$ cat src/rtl/wb_gpio_irq.sv
// wb_gpio_irq: Wishbone classic slave GPIO controller.
//
// Per-pin output value and direction, synchronised inputs, an atomic
// toggle register, and edge/level interrupt detection that sets sticky
// write-1-to-clear status bits.
//
// Ports:
//   clock, reset           system clock (rising edge), async active-high reset
//   wb_adr_i[4:0]          byte address, bits [1:0] ignored
//   wb_dat_i / wb_dat_o    write / registered read data (32 bits)
//   wb_sel_i[3:0]          byte lane enables for writes
//   wb_we_i, wb_cyc_i, wb_stb_i, wb_ack_o   classic handshake
//   gpio_i                 asynchronous pad inputs
//   gpio_o, gpio_dir_o     pad output values and output enables
//   irq_o                  registered level-high interrupt request
//
// Register map (word offsets): 0x00 IN, 0x04 OUT, 0x08 DIR, 0x0C IRQ_EN,
// 0x10 IRQ_EDGE, 0x14 IRQ_POL, 0x18 STATUS (W1C), 0x1C OUT_TGL (write-only).
module wb_gpio_irq #(
    parameter int unsigned      WIDTH       = 8,
    parameter int unsigned      SYNC_STAGES = 2,
    parameter logic [WIDTH-1:0] RESET_OUT   = '0,
    parameter logic [WIDTH-1:0] RESET_DIR   = '0
) (
    input  logic             clock,
    input  logic             reset,
    input  logic [4:0]       wb_adr_i,
    input  logic [31:0]      wb_dat_i,
    output logic [31:0]      wb_dat_o,
    input  logic [3:0]       wb_sel_i,
    input  logic             wb_we_i,
    input  logic             wb_cyc_i,
    input  logic             wb_stb_i,
    output logic             wb_ack_o,
    input  logic [WIDTH-1:0] gpio_i,
    output logic [WIDTH-1:0] gpio_o,
    output logic [WIDTH-1:0] gpio_dir_o,
    output logic             irq_o
);

    localparam logic [2:0] A_IN     = 3'd0;
    localparam logic [2:0] A_OUT    = 3'd1;
    localparam logic [2:0] A_DIR    = 3'd2;
    localparam logic [2:0] A_EN     = 3'd3;
    localparam logic [2:0] A_EDGE   = 3'd4;
    localparam logic [2:0] A_POL    = 3'd5;
    localparam logic [2:0] A_STATUS = 3'd6;
    localparam logic [2:0] A_TGL    = 3'd7;

    logic [SYNC_STAGES-1:0][WIDTH-1:0] sync_q;
    logic [WIDTH-1:0] prev_q;
    logic [WIDTH-1:0] out_q, out_d;
    logic [WIDTH-1:0] dir_q, dir_d;
    logic [WIDTH-1:0] en_q, en_d;
    logic [WIDTH-1:0] edge_q, edge_d;
    logic [WIDTH-1:0] pol_q, pol_d;
    logic [WIDTH-1:0] status_q, status_d;
    logic             ack_q, ack_d;
    logic [31:0]      dat_q, dat_d;
    logic             irq_q, irq_d;

    logic [WIDTH-1:0] sync;
    logic [WIDTH-1:0] wmask;
    logic [WIDTH-1:0] wdata;
    logic [WIDTH-1:0] edge_ev;
    logic [WIDTH-1:0] level_ev;
    logic [WIDTH-1:0] set_ev;
    logic [31:0]      rdata;
    logic             req;

    logic unused_ok;
    assign unused_ok = ^{wb_adr_i[1:0], wb_dat_i, wb_sel_i};

    assign sync = sync_q[SYNC_STAGES-1];
    assign req  = wb_cyc_i & wb_stb_i & ~ack_q;

    for (genvar g = 0; g < WIDTH; g++) begin : g_lane
        assign wmask[g] = wb_sel_i[g/8];
    end

    // Only bits in enabled byte lanes count as written.
    assign wdata = wb_dat_i[WIDTH-1:0] & wmask;

    assign edge_ev  = (pol_q & sync & ~prev_q) | (~pol_q & ~sync & prev_q);
    assign level_ev = ~(sync ^ pol_q);
    assign set_ev   = (edge_q & edge_ev) | (~edge_q & level_ev);

    always_comb begin
        rdata = '0;
        case (wb_adr_i[4:2])
            A_IN:     rdata[WIDTH-1:0] = sync;
            A_OUT:    rdata[WIDTH-1:0] = out_q;
            A_DIR:    rdata[WIDTH-1:0] = dir_q;
            A_EN:     rdata[WIDTH-1:0] = en_q;
            A_EDGE:   rdata[WIDTH-1:0] = edge_q;
            A_POL:    rdata[WIDTH-1:0] = pol_q;
            A_STATUS: rdata[WIDTH-1:0] = status_q;
            default:  rdata = '0;
        endcase
    end

    always_comb begin
        out_d    = out_q;
        dir_d    = dir_q;
        en_d     = en_q;
        edge_d   = edge_q;
        pol_d    = pol_q;
        status_d = status_q;
        if (req && wb_we_i) begin
            case (wb_adr_i[4:2])
                A_OUT:    out_d    = (out_q & ~wmask) | wdata;
                A_DIR:    dir_d    = (dir_q & ~wmask) | wdata;
                A_EN:     en_d     = (en_q & ~wmask) | wdata;
                A_EDGE:   edge_d   = (edge_q & ~wmask) | wdata;
                A_POL:    pol_d    = (pol_q & ~wmask) | wdata;
                A_STATUS: status_d = status_q & ~wdata;
                A_TGL:    out_d    = out_q ^ wdata;
                default:  ;
            endcase
        end
        // A new event in the same cycle as a clear must survive.
        status_d = status_d | set_ev;
        ack_d    = req;
        dat_d    = (req && !wb_we_i) ? rdata : 32'd0;
        irq_d    = |(status_q & en_q);
    end

    always_ff @(posedge clock or posedge reset) begin
        if (reset) begin
            sync_q   <= '0;
            prev_q   <= '0;
            out_q    <= RESET_OUT;
            dir_q    <= RESET_DIR;
            en_q     <= '0;
            edge_q   <= '0;
            pol_q    <= '0;
            status_q <= '0;
            ack_q    <= 1'b0;
            dat_q    <= '0;
            irq_q    <= 1'b0;
        end else begin
            sync_q   <= {sync_q[SYNC_STAGES-2:0], gpio_i};
            prev_q   <= sync;
            out_q    <= out_d;
            dir_q    <= dir_d;
            en_q     <= en_d;
            edge_q   <= edge_d;
            pol_q    <= pol_d;
            status_q <= status_d;
            ack_q    <= ack_d;
            dat_q    <= dat_d;
            irq_q    <= irq_d;
        end
    end

    assign wb_ack_o   = ack_q;
    assign wb_dat_o   = dat_q;
    assign gpio_o     = out_q;
    assign gpio_dir_o = dir_q;
    assign irq_o      = irq_q;

endmodule

$ cat config.mk
export PLATFORM = sky130hd
export DESIGN_NAME = wb_gpio_irq
export DESIGN_NICKNAME = d
export VERILOG_FILES = /design/src/rtl/wb_gpio_irq.sv
export SDC_FILE = /design/constraint.sdc
export NUM_CORES = 1
export LEC_CHECK = 0
export ABC_AREA = 1
export BUFFER_PORTS_ARGS = -buffer_cell sky130_fd_sc_hd__buf_2
export CAP_MARGIN = 20
export CORE_ASPECT_RATIO = 1.25
export CORE_MARGIN = 2
export CORE_UTILIZATION = 39
export DETAILED_ROUTE_END_ITERATION = 8
export GPL_ROUTABILITY_DRIVEN = 0
export GPL_TIMING_DRIVEN = 0
export PLACE_DENSITY_LB_ADDON = 0.08
export RECOVER_POWER = 25
export SYNTH_ARGS = -nofsm -noshare
export SYNTH_HDL_FRONTEND = slang
export SYNTH_SLANG_ARGS = --single-unit
$ cat constraint.sdc
create_clock -name clock -period 2.6 [get_ports clock]
set_clock_uncertainty 0.2 [all_clocks]
set_input_delay 0.52 -clock clock [delete_from_list [all_inputs] [get_ports clock]]
set_output_delay 0.52 -clock clock [all_outputs]
set_load 0.005 [all_outputs]
==> results of run 1 <==
[through the flow]
step	utilization, %	area (um^2)
floorplan	-	4370
global placement	44.8	4780
detailed placement	45.1	4820
CTS	48.2	5150
global route	48.1	5130
finish	48.1	5130
[power by group]
group	internal [uW]	leakage, uW	switching (uW)
registers	1380	0.00102	96.2
logic	191	0.00149	273
clock network	864	0.000156	516
[timing repair]
action                                 in CTS  in global routing
resized for setup                           0                  0
setup buffers                               0                  0
hold buffers                                1                  0
endpoints found under the hold margin      14                  0
[worst min-delay path by stage]
| stage | startpoint | to | slack, ns |
|---|---|---|---|
| 2_1_floorplan | sync_q[0]$_DFF_PP0_ | sync[0]$_DFF_PP0_ | 0.13 |
| 3_3_place_gp | sync_q[0]$_DFF_PP0_ | sync[0]$_DFF_PP0_ | 0.13 |
| 3_5_place_dp | sync_q[4]$_DFF_PP0_ | sync[4]$_DFF_PP0_ | 0.14 |
| 4_1_cts | gpio_i[0] | sync_q[0]$_DFF_PP0_ | 0.07 |
| 5_1_grt | gpio_i[0] | sync_q[0]$_DFF_PP0_ | 0.07 |
| 6_report | gpio_i[0] | sync_q[0]$_DFF_PP0_ | 0.08 |
[metal layers]
metal / global-route usage, % / vias to the layer above / part of all wire [%]
met3: 4.55 / 15 / 6.1
li1: - / 1761 / -
met4: 8.07 / 0 / 1.9
met5: 0 / - / 0
met1: 26.4 / 1704 / 44
met2: 32.6 / 138 / 48
[logic make-up (layout without fill, tap and decap cells)]
kind of cell / after synthesis / count (layout) / share of synthesized area (%)
adders and majority gates: 16 / 16 / 4.68
DFF: 82 / 82 / 47.9
buffers and inverters: 101 / 168 / 12.6
other: 1 / 24 / 0.0876
AOI/OAI and AO/OA: 75 / 75 / 9.91
and+or+nand+nor: 218 / 218 / 24.8
[area by class of cell]
| cell class | count | area (um^2) |
|---|---|---|
| Tap cell | 132 | 165 |
| Fill cell | 1058 | 5540 |
| Clock inverter | 5 | 77.6 |
| Timing Repair Buffer | 51 | 290 |
| Sequential cell | 82 | 2050 |
| Clock buffer | 11 | 243 |
| Buffer | 45 | 328 |
| Multi-Input combinational cell | 333 | 1760 |
| Inverter | 56 | 214 |
[worst register-to-register path: stages, from the launching register on]
cell      delay (ns)
dfrtp_1         0.37
nand3b_1        0.22
nor2_4          0.22
buf_2           0.28
nand2_2         0.21
o21ai_0         0.24
nand2_1         0.07
[cells in the final DEF (no fill, tap or decap), drive strengths merged, types with 14 or more instances in the layout]
cell	n
a21oi	16
buf	92
clkbuf	14
conb	24
dfrtp	82
ha	16
inv	55
nand2	100
nand3	29
nand4	41
nor2	43
o21ai	57
==> impl_metrics.ini, run 1 <==
[timing]
rsz0062_at_grt = false
max_freq_mhz = 520
min_period_over_period_pct = 73.9
holdWs_ns = 0.0778
finalHoldViolCount = 0
finalMaxSlewViolations = 0
layout_min_cycle_time_ns = 1.92
setup_viol = 0
worst_slew_pin_slew_ns = 0.861
tns_ns = 0
timing.final.ws_setup_ns = 0.678
slew_headroom_pct = 42.3

[yosys]
yosysUniqueCellTypes = 29
yosys_warnings = 0
synth_area_um2 = 4280
synth_cells = 493
synth-seq-cells = 82
yosysSeqAreaShare_pct = 47.9
ys.flop_type = dfrtp_1
yosys.area.top_type = dfrtp_1
synth_async_sr_flop_share_pct = 100
netlist_top_cells_area = dfrtp_1, nand2_1, nand4_1
synth_most_common_cell = nand2_1
syn_area_per_cell_um2 = 8.68
synth_top_area_share_pct = 47.9
synth-edff-count = 0
synthTopCellsByCount = nand2_1, dfrtp_1, inv_1

[setup_path]
reg2reg_depth = 6
cp.depth = 6
crit_chain = nand3b_1 > nor2_4 > buf_2 > nand2_2 > o21ai_0 > nand2_1
r2r_setup_slack_ns = 0.68
cp.required_ns = 2.62
crit_end = status_q[4]$_DFF_PP0_
cp_max_fo = 10
crit_path_end_kind = flip-flop
crit_buf_inv = 1
setup.worst_path.start_class = flip-flop
critical_path.max_stage_delay_ns = 0.37
cp.arrival_ns = 1.94
startpoint = wb_ack_o$_DFF_PP0_
r2r-start = wb_ack_o$_DFF_PP0_
cp_top_family = simple AND/OR/NAND/NOR gates
reg2reg_to = status_q[4]$_DFF_PP0_
crit_type = flip-flop to flip-flop
cp_slowest_cell = dfrtp_1

[cts]
cts_sinks = 82
clk_latency_ns = 0.35
htreeDepth = 3
cts_buffers = 9
cts_tree = yes
cts.clk_slew.worst_paths_ns = 0.06
clockBufferDepth = 2
cts_root_buf = clkbuf_16

[placement]
dp_hpwl_um = 8120
portBuffers = 48
dp.cells = 698
dp_slack_ns = 0.559

[power]
peakVddDrop_uv = 377
power.total_uw = 3320
power_density_nw_per_um2 = 647
leakagePower_uw = 0.00266

[worst_hold_path]
hold_path_depth = 1
holdCritPathClass = input pin to flip-flop

[floorplanning]
dieArea_um2 = 11800
num_io_pins = 104
coreArea_um2 = 10700
start_util_pct = 40.1
die_x_um = 97.7
rows = 42
die_y_um = 121

[routing]
ant_nets = 0
drtIter0Drc = 226
drt-total-wl_um = 11200
wl_per_cell_um = 15.7
firstDrtPassIters = 5
dr_total_vias = 3618
remaining_drc_errors = 0
via_per_inst = 5.06

[grt]
grt_max_degree = 37
overflow = 0
grtUsageTotal_pct = 20.2
grt_pass1_wl_um = 18200
grt_pass1_vias = 3505
antenna_found_initial = 0

[run]
drv_cap = 0

[finish]
antenna_cells = 0
finalNonFillerCells = 715
drive_gt1_share_pct = 22.6
syn_to_final_growth_pct = 19.9
nNetsFinal = 648

[run_status]
outcome = finished clean
Note: power is estimated with default switching activity, not from simulation.
==> run 2: changes to the inputs <==
Clock period 2.6 ns to 1.95 ns, I/O delays scaled along.
==> run 2 against run 1 <==
  * Combinational power grew 37%
  * Count of clock-buffer cells in the layout is the same
  * Register-to-register slack worse by 0.53 ns
  * Sequential cell count did not move
  * Design area is 1.9% higher
  * Non-clock buffer count grew 8
  * Clock power up 33%
  * Die area is the same
  * Wire length is 0.53% higher
  * First-iteration DRC count is 0.44% higher
  * Via count is 0.58% lower
  * Critical path type unchanged
  * Largest cell class unchanged
==> impl_metrics.ini, run 2 (synthesis gave the netlist of run 1 again) <==
[run_status]
outcome = finished clean

[finish]
nNetsFinal = 656
drive_gt1_share_pct = 22.5
mostFrequentLayoutCell = nand2_1
utilization_pct = 49.0
mostFrequentLayoutCells = nand2_1, dfrtp_1, buf_2
syn_to_final_growth_pct = 22.1
antenna_cells = 0

[power]
power.total_uw = 4450
leakagePower_uw = 0.00271
power_density_nw_per_um2 = 851
peakVddDrop_uv = 505

[cts]
cts.clk_slew.worst_paths_ns = 0.06
cts_sinks = 82
htreeDepth = 3
clockBufferDepth = 2
cts_tree = yes
clk_latency_ns = 0.35
postCtsSetupBuffers = 0
cts_root_buf = clkbuf_16
cts_buffers = 9

[grt]
grt_pass1_wl_um = 18300
antenna_found_initial = 0
grt_max_degree = 37
grt_pass1_vias = 3519
overflow = 0
grtUsageTotal_pct = 20.2

[timing]
worst_slew_pin_slew_ns = 0.839
setup_viol = 0
layout_min_cycle_time_ns = 1.80
timing.final.ws_setup_ns = 0.147
max_freq_mhz = 555
slew_headroom_pct = 43.8
tns_ns = 0
min_period_over_period_pct = 92.5
finalHoldViolCount = 0
rsz0062_at_grt = false
finalMaxSlewViolations = 0

[floorplanning]
dieArea_um2 = 11800
start_util_pct = 40.1
die_x_um = 97.7
rows = 42
die_y_um = 121
coreArea_um2 = 10700
num_io_pins = 104

[routing]
drtIter0Drc = 227
remaining_drc_errors = 0
dr_total_vias = 3597
wl_per_cell_um = 15.6
drt-total-wl_um = 11300
firstDrtPassIters = 5
via_per_inst = 4.98
ant_nets = 0

[setup_path]
cp.required_ns = 1.97
cp.arrival_ns = 1.83
cp_max_fo = 10
setup.worst_path.start_class = flip-flop
crit_path_end_kind = flip-flop
crit_type = flip-flop to flip-flop

[worst_hold_path]
holdCritPathClass = input pin to flip-flop

[run]
drv_cap = 0

[placement]
dp_hpwl_um = 8120
dp_slack_ns = 0.0390
portBuffers = 48
==> run 2: per-layer routing <==
layer	global-route usage, %	routed length, um	part of all wire [%]	vias up
li1	-	-	-	1771
met1	26.4	5030	45	1676
met2	32.7	5380	48	134
met3	4.55	670	5.9	16
met4	8.07	194	1.7	0
met5	0	0	0	-
==> run 2: final cells by class <==
| cell class | count | area, um^2 |
|---|---|---|
| timing repair buffer | 59 | 370 |
| clock buffer | 11 | 243 |
| multi-input combinational | 333 | 1770 |
| fill | 1051 | 5440 |
| tap | 132 | 165 |
| sequential | 82 | 2050 |
| clock inverter | 5 | 77.6 |
| inverter | 56 | 214 |
| buffer | 45 | 330 |
==> run 2: power by group <==
part | total, uW | switching (uW) | internal, uW
Sequential | 1970 | 129 | 1840
Combinational | 632 | 365 | 267
Clock | 1840 | 691 | 1150
Total | 4450 | 1190 | 3260
==> run 2: metrics by stage <==
step / cell area, um^2 / std cells / hold slack (ns)
final: 5230 / 723 / 0.135
after floorplan: 4370 / 516 / 0.131
after global placement: 4780 / 696 / 0.132
after global routing: 5230 / 723 / 0.147
after detailed placement: 4820 / 698 / 0.140
after CTS: 5230 / 723 / 0.130
==> run 2: critical path, stage by stage (launching register included) <==
cell and delay [ns]:
dfrtp_1 0.37, nand3b_4 0.17, nor2_4 0.20, clkbuf_4 0.26, nand2_2 0.18, o21ai_0 0.24, nand2_1 0.07
==> run 2: timing repair <==
item                                    in CTS  in global routing
endpoints found under the setup margin       0                  2
hold endpoints to repair                    22                  0
hold buffers                                 9                  0
resized for setup                            0                  1
==> run 2: final timing paths <==
| path | startpoint | endpoint | slack (ns) | cells after the start |
|---|---|---|---|---|
| worst max-delay path | wb_ack_o$_DFF_PP0_ | status_q[4]$_DFF_PP0_ | 0.15 | 6 |
| worst min-delay path | wb_stb_i | wb_ack_o$_DFF_PP0_ | 0.14 | 3 |
| worst max register to register | wb_ack_o$_DFF_PP0_ | status_q[4]$_DFF_PP0_ | 0.15 | 6 |
| worst min register to register | sync_q[5]$_DFF_PP0_ | sync[5]$_DFF_PP0_ | 0.15 | 0 |
| max in group asynchronous | reset | wb_ack_o$_DFF_PP0_ | 0.43 | 4 |
| min in group asynchronous | reset | async pin | 0.49 | 3 |
==> run 3: changes to the inputs <==
Settings changed: CORE_MARGIN 2 to 1.
==> run 3 against run 2 <==
  * Worst hold slack gained 0.0041 ns
  * Design area shrank 1.4%
  * Count of clock-buffer cells in the layout is the same
  * Maximum frequency shrank 0.43%
  * Non-clock buffer count is the same
  * Sequential share of layout area grew 0.55 points
  * Final cell count shrank 0.55%
==> impl_metrics.ini, run 3 (synthesis gave the netlist of run 1 again) <==
[floorplanning]
die_x_um = 95.7
start_util_pct = 40.3
coreArea_um2 = 10600
num_io_pins = 104
dieArea_um2 = 11400
rows = 42
die_y_um = 119

[finish]
fin_area_um2 = 5150
mostFrequentLayoutCell = nand2_1
syn_to_final_growth_pct = 20.4
drive_gt1_share_pct = 22.0
mostFrequentLayoutCells = nand2_1, dfrtp_1, buf_2
antenna_cells = 0
nNetsFinal = 656

[routing]
firstDrtPassIters = 5
dr_total_vias = 3567
wl_per_cell_um = 15.6
via_per_inst = 4.96
remaining_drc_errors = 0
ant_nets = 0
drtIter0Drc = 227
drt-total-wl_um = 11200

[cts]
cts.clk_slew.worst_paths_ns = 0.06
cts_tree = yes
cts_buffers = 9
cts_root_buf = clkbuf_16
clockBufferDepth = 2
postCtsSetupBuffers = 0
htreeDepth = 3
clk_latency_ns = 0.34
cts_sinks = 82

[timing]
layout_min_cycle_time_ns = 1.81
rsz0062_at_grt = false
finalMaxSlewViolations = 0
min_period_over_period_pct = 92.8
worst_slew_pin_slew_ns = 0.966
finalHoldViolCount = 0
slew_headroom_pct = 35.3
max_freq_mhz = 552
setup_viol = 0
timing.final.ws_setup_ns = 0.139

[placement]
dp_slack_ns = 0.0161
place_area_um2 = 4820
dp_hpwl_um = 8110
portBuffers = 48

[power]
peakVddDrop_uv = 480
leakagePower_uw = 0.00268
power_density_nw_per_um2 = 795
power.total_uw = 4100

[setup_path]
reg2reg_to = status_q[6]$_DFF_PP0_
cp_top_family = simple AND/OR/NAND/NOR gates
crit_path_end_kind = flip-flop
startpoint = wb_ack_o$_DFF_PP0_
crit_buf_inv = 1
setup.worst_path.start_class = flip-flop
cp.depth = 6
r2r_setup_slack_ns = 0.14
cp.required_ns = 1.97
reg2reg_depth = 6
crit_end = status_q[6]$_DFF_PP0_
crit_type = flip-flop to flip-flop
cp_max_fo = 10
critical_path.max_stage_delay_ns = 0.37
cp.arrival_ns = 1.83
r2r-start = wb_ack_o$_DFF_PP0_
cp_slowest_cell = dfrtp_1
crit_chain = nand3b_4 > nor2_4 > clkbuf_4 > nand2_2 > o21ai_0 > nand2_1

[grt]
grtUsageTotal_pct = 22.1
antenna_found_initial = 0
grt_pass1_wl_um = 18500
overflow = 0
grt_pass1_vias = 3558
grt_max_degree = 39

[worst_hold_path]
holdCritPathClass = input pin to flip-flop

[run]
drv_cap = 0

[run_status]
outcome = finished clean
-- run 3: worst register-to-register path: cells and delay by family, from the launching register on --
| family | cells | cell delay [ns] |
|---|---|---|
| flops | 1 | 0.37 |
| compound gates | 1 | 0.25 |
| simple gates | 4 | 0.62 |
| buf+inv | 1 | 0.27 |
-- run 3: area by class of cell --
type | count | area [um^2]
Sequential cell | 82 | 2050
Timing Repair Buffer | 59 | 370
Fill cell | 1094 | 5460
Multi-Input combinational cell | 333 | 1770
Clock buffer | 11 | 243
Tap cell | 132 | 165
Clock inverter | 1 | 5.00
Buffer | 45 | 330
Inverter | 56 | 214
-- run 3: worst min path at each step --
stage / from / slack, ns / cells past startpoint / end
2_1_floorplan: sync_q[0]$_DFF_PP0_ / 0.13 / 0 / sync[0]$_DFF_PP0_
3_3_place_gp: sync_q[1]$_DFF_PP0_ / 0.13 / 0 / sync[1]$_DFF_PP0_
3_5_place_dp: sync_q[1]$_DFF_PP0_ / 0.13 / 0 / sync[1]$_DFF_PP0_
4_1_cts: wb_stb_i / 0.13 / 3 / wb_ack_o$_DFF_PP0_
5_1_grt: wb_stb_i / 0.14 / 3 / wb_ack_o$_DFF_PP0_
6_report: wb_stb_i / 0.14 / 3 / wb_ack_o$_DFF_PP0_
-- run 3: metal layers --
metal / global-route usage [%] / vias to the layer above / part of all wire, %
met5: 0 / - / 0
li1: - / 1768 / -
met3: 3.90 / 15 / 6.1
met1: 29.5 / 1663 / 44
met2: 35.2 / 121 / 48
met4: 8.58 / 0 / 1.9
-- run 3: power by group --
part / leakage, uW / internal, uW / switching (uW)
clock network: 0.000123 / 866 / 626
logic: 0.00153 / 266 / 365
registers: 0.00102 / 1840 / 130
-- run 3: what timing repair did --
item | 4_1_cts | 5_1_grt
hold buffers | 9 | 0
resized for setup | 0 | 1
endpoints found under the setup margin | 0 | 6
endpoints found under the hold margin | 24 | 0
-- run 3: per-stage QoR --
step                      instances  hold WS (ns)  TNS, ns  util [%]
final                           719         0.139        0      48.6
after global routing            719         0.141        0      48.6
after CTS                       719         0.134        0      48.6
after detailed placement        698         0.135        0      45.4
after global placement          696         0.132   -14.75      45.0
after floorplan                 516         0.131        0         -
